**src/rtl/dram_arb.sv**
```systemverilog
// Two-port DRAM access arbiter: CPU (port 0) and DMA (port 1) share one
// controller port; the winner's request is latched and strobed until DSACK.
module dram_arb #(
    parameter int ADDR_W       = 28,
    parameter int STARVE_LIMIT = 4,
    parameter int TIMEOUT      = 63
) (
    input  logic              CLK,
    input  logic              RST,
    input  logic [1:0]        REQ,
    input  logic [ADDR_W-1:0] ADDR0,
    input  logic [ADDR_W-1:0] ADDR1,
    input  logic [1:0]        RNW,
    input  logic [1:0]        SIZ0,
    input  logic [1:0]        SIZ1,
    output logic [1:0]        GNT,
    output logic [1:0]        DONE,
    output logic [1:0]        ERR,
    output logic              DRAM_nAS,
    output logic              DRAM_nRAMSEL,
    output logic              DRAM_RnW,
    output logic [1:0]        DRAM_SIZ,
    output logic [ADDR_W-1:0] DRAM_ADDR,
    input  logic [1:0]        DSACK
);

    localparam int RUN_W = $clog2(STARVE_LIMIT + 1);
    localparam int TMO_W = $clog2(TIMEOUT + 1);

    localparam logic [RUN_W-1:0] RUN_MAX = RUN_W'(STARVE_LIMIT);
    localparam logic [TMO_W-1:0] TMO_MAX = TMO_W'(TIMEOUT);

    typedef enum logic [1:0] {
        IDLE,
        SETUP,
        WAIT_ACK,
        RELEASE
    } state_t;

    state_t           state;
    logic [RUN_W-1:0] run_cnt;
    logic [TMO_W-1:0] tmo_cnt;

    logic             pick1;
    logic [RUN_W-1:0] run_nxt;

    // CPU keeps winning contested grants until it has taken RUN_MAX in a row
    always_comb begin
        pick1   = 1'b0;
        run_nxt = '0;
        if (REQ == 2'b11) begin
            if (run_cnt < RUN_MAX) begin
                pick1   = 1'b0;
                run_nxt = run_cnt + RUN_W'(1);
            end else begin
                pick1   = 1'b1;
            end
        end else if (REQ == 2'b10) begin
            pick1 = 1'b1;
        end
    end

    always_ff @(posedge CLK) begin
        if (RST) begin
            state        <= IDLE;
            run_cnt      <= '0;
            tmo_cnt      <= '0;
            GNT          <= 2'b00;
            DONE         <= 2'b00;
            ERR          <= 2'b00;
            DRAM_nAS     <= 1'b1;
            DRAM_nRAMSEL <= 1'b1;
            DRAM_RnW     <= 1'b1;
            DRAM_SIZ     <= 2'b00;
            DRAM_ADDR    <= '0;
        end else begin
            DONE <= 2'b00;
            ERR  <= 2'b00;
            unique case (state)
                IDLE: begin
                    if (REQ != 2'b00) begin
                        GNT       <= pick1 ? 2'b10 : 2'b01;
                        DRAM_ADDR <= pick1 ? ADDR1 : ADDR0;
                        DRAM_SIZ  <= pick1 ? SIZ1 : SIZ0;
                        DRAM_RnW  <= RNW[pick1];
                        run_cnt   <= run_nxt;
                        state     <= SETUP;
                    end
                end
                SETUP: begin
                    DRAM_nAS     <= 1'b0;
                    DRAM_nRAMSEL <= 1'b0;
                    tmo_cnt      <= '0;
                    state        <= WAIT_ACK;
                end
                WAIT_ACK: begin
                    tmo_cnt <= tmo_cnt + TMO_W'(1);
                    if (DSACK == 2'b11) begin
                        DONE         <= GNT;
                        DRAM_nAS     <= 1'b1;
                        DRAM_nRAMSEL <= 1'b1;
                        state        <= RELEASE;
                    end else if (tmo_cnt == TMO_MAX) begin
                        ERR          <= GNT;
                        DRAM_nAS     <= 1'b1;
                        DRAM_nRAMSEL <= 1'b1;
                        state        <= RELEASE;
                    end
                end
                RELEASE: begin
                    if (DSACK == 2'b00) begin
                        GNT   <= 2'b00;
                        state <= IDLE;
                    end
                end
                default: state <= IDLE;
            endcase
        end
    end

endmodule
```
**config.mk**
```make
export PLATFORM = sky130hd
export DESIGN_NAME = dram_arb
export DESIGN_NICKNAME = d
export VERILOG_FILES = /design/src/rtl/dram_arb.sv
export SDC_FILE = /design/constraint.sdc
export NUM_CORES = 1
export LEC_CHECK = 0
export BUFFER_PORTS_ARGS = -buffer_cell sky130_fd_sc_hd__buf_2
export CORE_MARGIN = 1
export CORE_UTILIZATION = 41
export DETAILED_ROUTE_END_ITERATION = 7
export GPL_TIMING_DRIVEN = 0
export PLACE_DENSITY_LB_ADDON = 0.2
export SYNTH_ARGS = -nofsm -noshare
export SYNTH_HDL_FRONTEND = slang
export SYNTH_SLANG_ARGS = --single-unit
```
**constraint.sdc**
```tcl
create_clock -name CLK -period 1.36 [get_ports CLK]
set_input_delay 0.068 -clock CLK [delete_from_list [all_inputs] [get_ports CLK]]
set_output_delay 0.068 -clock CLK [all_outputs]
set_load 0.1 [all_outputs]
```
After elaboration in Yosys (flattened, before gate mapping)
Index checks and enable logic that the tools add are counted.
Widths: inputs -> output; s select.
- memory bits (read-only): 0
- logic and storage cells: 59
- flip-flop bits (word level): 49
- memory bits (writable): 0
- latch bits: 0
- memories kept: 0
- div/mod/pow operators: 0
- reductions and logical operators: 11
- add/subtract/negate cells: 2
- order comparisons: 2
- multiplexer cells: 21
- shift operators: 0
- multiply operators: 0
- equal/unequal tests: 10
- bitwise gates (word level): 3
- operator list (operator ; count):
    $mux 28 ; 1
    $mux 2 ; 7
    $pmux 6 s2 ; 1
    $eq 2x2->1 const B ; 5
    $pmux 2 s4 ; 1
    $mux 1 ; 7
    $add 6x1->6 const B ; 1
    $eq 6x6->1 const B ; 1
    $mux 3 ; 2
    $reduce_and 3->1 ; 2
    $reduce_bool 2->1 ; 3
    $logic_not 2->1 ; 2
    $ne 2x2->1 const B ; 2
    $pmux 2 s2 ; 1
    $reduce_and 2->1 ; 2
    $reduce_or 4->1 ; 1
    $add 3x1->3 const B ; 1
    $lt 3x3->1 const B ; 1
    $ne 3x3->1 const B ; 1
    $not 1->1 ; 3
    $reduce_or 3->1 ; 1
    $eq 2x1->1 const B ; 1
    $lt 1x2->1 const B ; 1
    $pmux 1 s2 ; 1

Depth between registers and ports, before layout
Gate-level depths: netlist (run 1).
- depth after elaboration: 6
- depth in mapped cells: 7
- depth with buffers taken out: 6

Worst setup path before layout (run 1)
Ideal clock, no wire load.
- path kind: flip-flop to output port
- start point: reg DRAM_nRAMSEL
- end point: out DRAM_nRAMSEL
- buffers on the path: 1
- required time: 1.292 ns
- setup slack: -0.082 ns
- data arrival time: 1.374 ns
- stages on the path, launching flop included: 2
- cell sequence: dfxtp_1 buf_4
- RTL lines (item ; RTL line ; RTL):
    start: declaration ; 20 ; output logic DRAM_nRAMSEL,
    start signal: assignment ; 72 ; DRAM_nRAMSEL <= 1'b1;
    start signal: assignment ; 92 ; DRAM_nRAMSEL <= 1'b0;
    start signal: assignment ; 101 ; DRAM_nRAMSEL <= 1'b1;
No word-level cell between the ends.

Worst setup path after layout (run 1)
- start point: reg state[1]
- end point: reg DRAM_ADDR[26]
- word-level cells in the longest chain between the ends: 2
- ends and longest elaborated chain (item ; RTL line ; RTL):
    start: declaration ; 40 ; state_t state;
    start signal: assignment ; 65 ; state <= IDLE;
    start signal: assignment ; 87 ; state <= SETUP;
    start signal: assignment ; 94 ; state <= WAIT_ACK;
    $logic_not 2->1 ; 79 ; unique case (state)
    $reduce_and 2->1 (no line) ; n/a ;
    end signal: assignment ; 83 ; DRAM_ADDR <= pick1 ? ADDR1 : ADDR0;
    end: declaration ; 23 ; output logic [ADDR_W-1:0] DRAM_ADDR,
No other way between the ends.
A chain may end at the register's enable or synchronous reset.

==> results list, run 1 <==
- Xor/xnor share of the synthesized area: 1.19%
- Launching point of the worst reg2reg path: state[1]
* Cell count after synthesis: 232
- The synthesized netlist devotes 18.4% of its cell area to compound gates.
- Wire length of the first global-routing pass: between 7000 and 8000 µm
* Power density cells: 2530 mW/mm²
* Clock tree from TritonCTS: yes
- Share of post-route cells with drive strength above 1: 51.7%
* Cell depth of the worst min-delay path: 3
* Die area: 0.00570 mm²
* Normalized max-slew margin: 55.4%
- Fraction of the mapped netlist area in simple logic gates: 12.6%
- Number of clock buffers inserted by TritonCTS: 5
- The clock passes through at most 2 buffers.
* F_max: 752 MHz
- ~110 I/O pins were placed.
- Placer Congestion: approximately 0.76
* Status: finished clean
- Sequential element share of the synthesized area: between 40 and 50%
* Clock latency on the worst-skew pair: 0.30 ns
- Portion of the clock cycle consumed by the worst path in the final layout: 97.8%
* Total global routing track utilization: between 10% and 20%
- Setup repair after global routing could not meet its margin everywhere.
- Among the stages of the critical path, the cell type that occurs most often is inv_2.
- Once the floorplan was initialized, standard cells occupied ~43% of the core.
- Data on the critical path arrives at its endpoint at 1.50 ns.
- The number of antenna violations at the first check in global routing came to 0.
* Layout filler cell count: between 400 and 500
* Sequence of cells on the critical path: inv_2 -> ha_4 -> inv_2 -> nor2_4 -> buf_12 -> buf_4 -> nor2_1 -> a211oi_2
* Area of all sequential standard cells: 995 µm²
* Crit path required time: about 1.5 ns
- Detailed placement ended at an HPWL of approximately 3800 µm.
- Main combinational cell family by area after synthesis: compound AO/OA/AOI/OAI gates
- In this run the worst path has a maximum fanout of 9.
* R2R cell count: 8
- The initialized floorplan defines 26 standard-cell rows.
- Reg2reg end: DRAM_ADDR[26]
- Setup slack on the worst reg-to-reg path comes out at 0.03 ns.
* Worst slack, placed: -0.223 ns
* Core outline area: 0.00514 mm²
- The number of hold-slack violations in the final timing report came to 0.
- Measured along the x axis, the die boundary spans about 76 µm.
- Clock-pin slew on the worst setup and hold paths: 0.09 ns
- Most common library cell in the layout ignoring fill and taps: buf_2
* Endpoint of the worst hold path: DRAM_RnW
* Vias: a little over 2000
- The worst hold path begins at RNW[1].
- The path class of the tightest hold or removal check is in2reg.
* Maxcap violations: 0
- Total number of clock tree sinks: 49
- Final #Nets: 430
- Kind of cell adding the most delay to the critical path: buffers and inverters
- The critical path in this run is classified as reg2reg.
- After detailed routing, the number of remaining DRC violations is 0.
- Final slew viol count: 0
- Of the total synthesized cell area, the portion taken by full adders, half adders and majority gates is between 2 and 3%.
* Total power consumption of the routed design: around 8.3 mW
- The worst-case IR drop observed on VDD is 0.00119 V.
* Share of async-settable or async-resettable flops after synthesis: 0%
- Among all flip-flop cells after synthesis, the most frequent one is dfxtp_1.
* Clock period minus final worst setup slack: 1.33 ns
* Max stage delay on crit path: about 0.37 ns
- Critical-path top delay cell: dfxtp_2
- In the routed layout, each cell is associated on average with a via count of 4.84.
- In this run, synthesis inferred 0 flip-flops with an integrated enable.
* Post-synthesis instance area: approximately 0.0022 mm²
- After synthesis, the share of cell area in mux cells is 15.0%.
- The Yosys step of the flow raised 0 warnings.
- The tree is rooted in a clkbuf_8.
* Maximum number of pins on one net before global-route repair: 15
- In the layout the commonest cells are 105 x buf_2, 42 x dfxtp_1, 40 x nor2_1.
* Total leakage power: 1.59 nW
- Post-Synthesis Mean Instance Area: between 9 and 10 µm²
- Input and output buffers added on the ports amount to 105.
- Htree depth: 2
* Final setup TNS: 0 ns
- The number of antenna diodes in the final layout is 0.
* Number of buffers and inverters on the critical path: 4
- Before antenna repair, the detailed router went through 4 iterations.
- STA classifies the critical path startpoint as a flop.
- Capturing element type of the critical path: flop
* Synthesized Nets: 305
- Vias in the first global route: 1809
* Y dimension of the die: ~76 µm
- Multi-input gate area: 0.00124 mm²
- DRC marker count from the first detailed-route iteration: 38
* Smallest setup slack after layout: 0.0294 ns
- The detail route stage leaves a number of antenna-violating nets equal to 0.
- Transition time at the pin with the least slew margin: between 0.6 and 0.7 ns
- The number of different library cells used by synthesis comes to 33.
* Area added between synthesis and finish: 48.0%
- Total routed wirelength: 5440 µm
- On the final layout, the worst clock skew is between 0.004 and 0.005 ns.
- Register bit total from synthesis: 49
* Number of setup violations in the final report: 0
- Routed length per placed instance: 12.7 µm
- The total overflow left after global routing is 0.
-- power breakdown --
part	switching [mW]	total [mW]	internal [mW]
sequential	0.204	2.03	1.82
clock	0.467	1.07	0.600
combinational	3.81	5.21	1.41
total	4.48	8.31	3.83
-- synth_stat cells, types with 2 or more instances --
master    instances  area [µm²]
dfxtp_1          49         981
o211ai_1          2        15.0
a21oi_1           7        35.0
clkbuf_1          6        22.5
buf_2             5        25.0
a22oi_1           2        15.0
inv_1             5        18.8
nor2_1           46         173
mux2i_1          32         320
nand2b_1          2        12.5
nand2_1          10        37.5
ha_1              5        62.6
a211oi_1         22         165
o21ai_0           6        30.0
a211oi_2          8         100
buf_8             3        45.0
nand4_1           2        12.5
xor2_1            3        26.3
nand3_1           3        15.0
-- final cells by class --
type	instances	share of cell area, %
sequential	49	30.3
inverter	6	0.687
clock buffer	7	2.63
multi-input combinational	161	37.9
timing repair buffer	119	20.8
clock inverter	1	0.916
tap	70	2.67
buffer	15	4.08
-- state kept, by name (all words and copies together) (netlist names) --
signal / count
DRAM_ADDR: 28
tmo_cnt: 6
run_cnt: 3
DONE: 2
DRAM_SIZ: 2
ERR: 2
GNT: 2
state: 2
DRAM_RnW: 1
DRAM_nRAMSEL: 1
-- what timing repair did --
| item | in CTS | in global routing |
|---|---|---|
| pin swaps | 5 | 8 |
| hold buffers | 0 | 0 |
| endpoints found under the setup margin | 33 | 36 |
| resized for setup | 26 | 26 |
| setup buffers | 5 | 5 |
| cloned | 3 | 1 |
-- how the worst max path moves through the flow --
stage | end | slack (ns) | cells after the start | from
2_1_floorplan | tmo_cnt[5] | -0.03 | 6 | state[0]
3_3_place_gp | DRAM_ADDR[17] | -0.17 | 6 | state[1]
3_5_place_dp | DRAM_ADDR[13] | -0.22 | 6 | state[1]
4_1_cts | DRAM_ADDR[26] | 0.006 | 8 | state[1]
5_1_grt | tmo_cnt[5] | -0.06 | 5 | state[1]
6_report | DRAM_ADDR[26] | 0.03 | 8 | state[1]
-- logic make-up (layout without fill, tap and decap cells) --
logic type	count (synthesis)	in the layout
flops	49	49
buf+inv	22	148
mux	33	33
simple gates	68	68
xor+xnor	3	3
compound gates	52	52
fa+ha+maj	5	5
-- per-layer routing --
metal | part of all wire, % | GRT usage (%) | vias to the layer above
li1 | - | - | 1067
met1 | 45 | 23.0 | 932
met2 | 48 | 31.4 | 68
met3 | 5.1 | 3.04 | 5
met4 | 1.2 | 8.64 | 0
met5 | 0 | 0 | -
-- per-stage QoR --
step	util (%)	hold slack [ns]	instances	area, µm²
floorplan	-	0.251	232	2240
global placement	55.6	0.392	407	2860
detailed placement	55.6	0.391	407	2860
CTS	60.4	0.0794	422	3100
global route	63.8	0.0930	428	3280
finish	63.8	0.0899	428	3280
-- worst min-delay path: cells and delay by family --
kind	cells	cell delay (ns)
AO/OA/AOI/OAI	1	0.15
buffers and inverters	1	0.08
multiplexers	1	0.05
Note: power is estimated with default switching activity, not from simulation.
==> inputs of run 2 (changes only) <==
Settings changed: SETUP_SLACK_MARGIN set to 0.1.
==> run 2 against run 1 <==
Effect of this change:
- the flow now finishes with violations (setup timing)
- sequential cell count stayed put
- die area did not move
- clock-buffer cell count unchanged
- register-to-register slack worse by 0.08 ns
- largest power group unchanged
- highest routed layer unchanged
==> results list, run 2 (synthesized netlist as in run 1, its figures left out) <==
* Transition time at the pin with the least slew margin: 0.735 ns (+0.0655 ns)
- The via count of the first global-routing pass was 2028 (+12%).
- Largest registers in the final layout: DRAM_ADDR x28, tmo_cnt x6, run_cnt x3
- Multi-input gate area: 0.00148 mm² (+19%)
* Clock period minus final worst setup slack: 1.41 ns (+0.0810 ns)
* Maxcap violations: 0 (unchanged)
* Hold-fix buffers, CTS: 0 (unchanged)
- The detailed-routing iteration count for the pre-antenna-repair pass came to 4 (unchanged).
- The overall die width is 75.5 µm (unchanged).
* Cell depth of the worst min-delay path: 3 (unchanged)
- The number of levels the H-tree was split into is 2 (unchanged).
* Endpoint of the worst hold path: DRAM_RnW
- The highest achievable clock rate is 708 MHz (-5.7%).
- The global-route usage over all layers came to 21.2% (+2.7 points).
- The filler-free cell count of the finished design came to 442 (+3.3%).
- Launching point of the worst reg2reg path: state[0]
- Final cell area excluding filler cells: 0.00379 mm² (+15%)
- The cell count after placement is 407 (unchanged).
- The arrival time of data at the critical path endpoint was 1.61 ns (+0.11 ns).
* Number of setup violations in the final report: 27 (+27)
- The chip height is 75.5 µm (unchanged).
* Total number of placement rows: 26 (unchanged)
- The half-perimeter wire length after detailed placement is 3970 µm (+3.6%).
- The setup total negative slack was -0.725 ns (-0.725 ns).
- Setup repair after global routing could not meet its margin everywhere.
* Overflow after GRT: 0 (unchanged)
- The flow ran to the end, but the final reports show violations.
- The vias after detailed routing came to 2254 (+8.8%).
* R2R cell count: 5 (-3)
- The worst IR drop on VDD came to 0.00121 V (+1.8%).
- The global-route wire length before repair is 9080 µm (+15%).
* Cell area after placement: 0.00291 mm² (+1.8%)
- Routed length per placed instance: 15.1 µm (+18%)
- The clock sink count was 49 (unchanged).
- Total leakage power: 1.76 nW (+11%)
- Worst min-delay path class: in2reg
* Final Hold Slack: 0.102 ns (+0.0118 ns)
- The weighted congestion reported at the end of routability-driven placement came to 0.758 (-0.86%).
* Layout filler cell count: 396 (-17%)
* Crit-path max FO: 4 (-5)
* Area of all sequential standard cells: 0.00103 mm² (+3.4%)
- Final routed DRC violation total: 0 (unchanged)
- Clock latency on the worst-skew pair: 0.29 ns (about the same)
- Initial Utilization: 43.1% (unchanged)
- Mean number of vias per cell: 5.10 (+5.3%)
- The area growth from synthesis to layout is 70.9%.
* Capturing element type of the critical path: flop
- The period utilization is 104% (+6.0 points).
- The total power density per cell area is 2510 mW/mm² (-0.83%).
- The data required time of the worst path was 1.55 ns (+0.02 ns).
- Sequence of cells on the critical path: ha_1 -> o21ai_2 -> a21boi_2 -> a21oi_1 -> a311oi_1
* Clock-pin slew on the worst setup and hold paths: 0.08 ns (about the same)
- The number of nets in the finished design is 445 (+3.5%).
- Clock tree from TritonCTS: yes
* Kind of critical path: reg2reg
- The total count of max-transition violations in the final report came to 0 (unchanged).
* Max Root-Sink Buffers: 2 (unchanged)
- The worst stage delay on the critical path is 0.34 ns (-0.03 ns).
- The number of hold-slack violations in the final timing report was 0 (unchanged).
- Total routed wirelength: 6660 µm (+22%)
- Flip-flop count of the largest register, all copies and words added: 28 (unchanged)
* Normalized max-slew margin: 51.0% (-4.4 points)
* DRC marker count from the first detailed-route iteration: 105 (+180%)
* Maximum number of pins on one net before global-route repair: 14 (-1)
* Final clock skew: 0.00235 ns (-0.00219 ns)
* Startpoint type of the worst setup path: flop
- Core outline area: 0.00514 mm² (unchanged)
- In the layout the commonest cells are 104 x buf_2, 38 x dfxtp_2, 30 x a211oi_2.
* I/O pin count: 107 (unchanged)
* Beginning of the worst hold path: RNW[1]
* Critical-path top delay cell: dfxtp_2
- Counting flops per register, the top entry is DRAM_ADDR.
* Violations in the final reports: setup timing
- Clock tree synthesis selected as its root buffer the cell clkbuf_8.
* Setup slack, reg-to-reg: -0.05 ns (-0.08 ns)
- Total of buffers placed on input and output ports: 105 (unchanged)
- The fraction of final layout cells with drive strength greater than 1 was 70.2% (+18 points).
* Reg2reg end: state[0]
- Most common library cell in the layout ignoring fill and taps: buf_2
- The number of antenna violations at the first check in global routing is 0 (unchanged).
* Die area: 0.00570 mm² (unchanged)
* Total inserted antenna cells: 0 (unchanged)
- The post-layout worst setup margin came to -0.0515 ns (-0.0810 ns).
- The total clock buffers created by CTS came to 5 (unchanged).
- Antenna-violating nets left: 0 (unchanged)
## run 2: changes by cell type in the layout (fill, tap and decap cells not counted), sizes merged
cell and delta:
buf +13, clkbuf +2, bufinv -1
## run 2: how the worst max path moves through the flow
stage                     startpoint    endpoint  slack, ns  depth (start not counted)
after CTS                   state[0]  tmo_cnt[5]      -0.02                          6
after detailed placement    state[0]  tmo_cnt[5]      -0.15                          6
after global routing        state[1]  tmo_cnt[5]      -0.14                          6
after floorplan             state[0]  tmo_cnt[5]      -0.03                          6
after global placement      state[0]  tmo_cnt[5]      -0.09                          6
final                       state[0]    state[0]      -0.05                          5
## run 2: timing repair
| item | 4_1_cts | 5_1_grt |
|---|---|---|
| resized for setup | 87 | 40 |
| pin swaps | 30 | 17 |
| setup buffers | 15 | 5 |
| gates cloned | 6 | 2 |
| setup endpoints to repair | 42 | 48 |
## run 2: final cells by class
cell class,instances,share of cell area [%]
flip-flops and latches,49,27.2
repair buffers,133,23.2
inverters,6,0.661
multi-input cells,161,39.0
well taps,70,2.31
plain buffers,16,5.35
clock buffers,7,2.28
## run 2: routing by layer
| layer | share of wire, % | track usage (%) | up-vias |
|---|---|---|---|
| li1 | - | - | 1100 |
| met1 | 42 | 25.1 | 1070 |
| met2 | 51 | 37.9 | 73 |
| met3 | 4.8 | 4.89 | 11 |
| met4 | 2.0 | 7.00 | 0 |
| met5 | 0 | 0 | - |
## run 2: report_power, final
part / internal [mW] / leakage [nW] / total (mW) / switching (mW)
Sequential: 1.89 / 0.415 / 2.18 / 0.291
Clock: 0.404 / 0.0443 / 0.859 / 0.455
Combinational: 2.16 / 1.30 / 6.48 / 4.31
## run 2: through the flow
step	utilization (%)	setup WS, ns	power, mW
after floorplan	-	-0.0265	5.97
after global placement	56.6	-0.0948	6.65
after detailed placement	56.6	-0.149	6.70
after CTS	68.8	-0.0228	8.70
after global routing	73.7	-0.142	9.94
final	73.7	-0.0515	9.51
## run 2: worst max-delay path: cells and delay by family (launching register included)
| kind | cells | cell delay [ns] |
|---|---|---|
| flops | 1 | 0.34 |
| fa+ha+maj | 1 | 0.25 |
| compound gates | 4 | 0.72 |
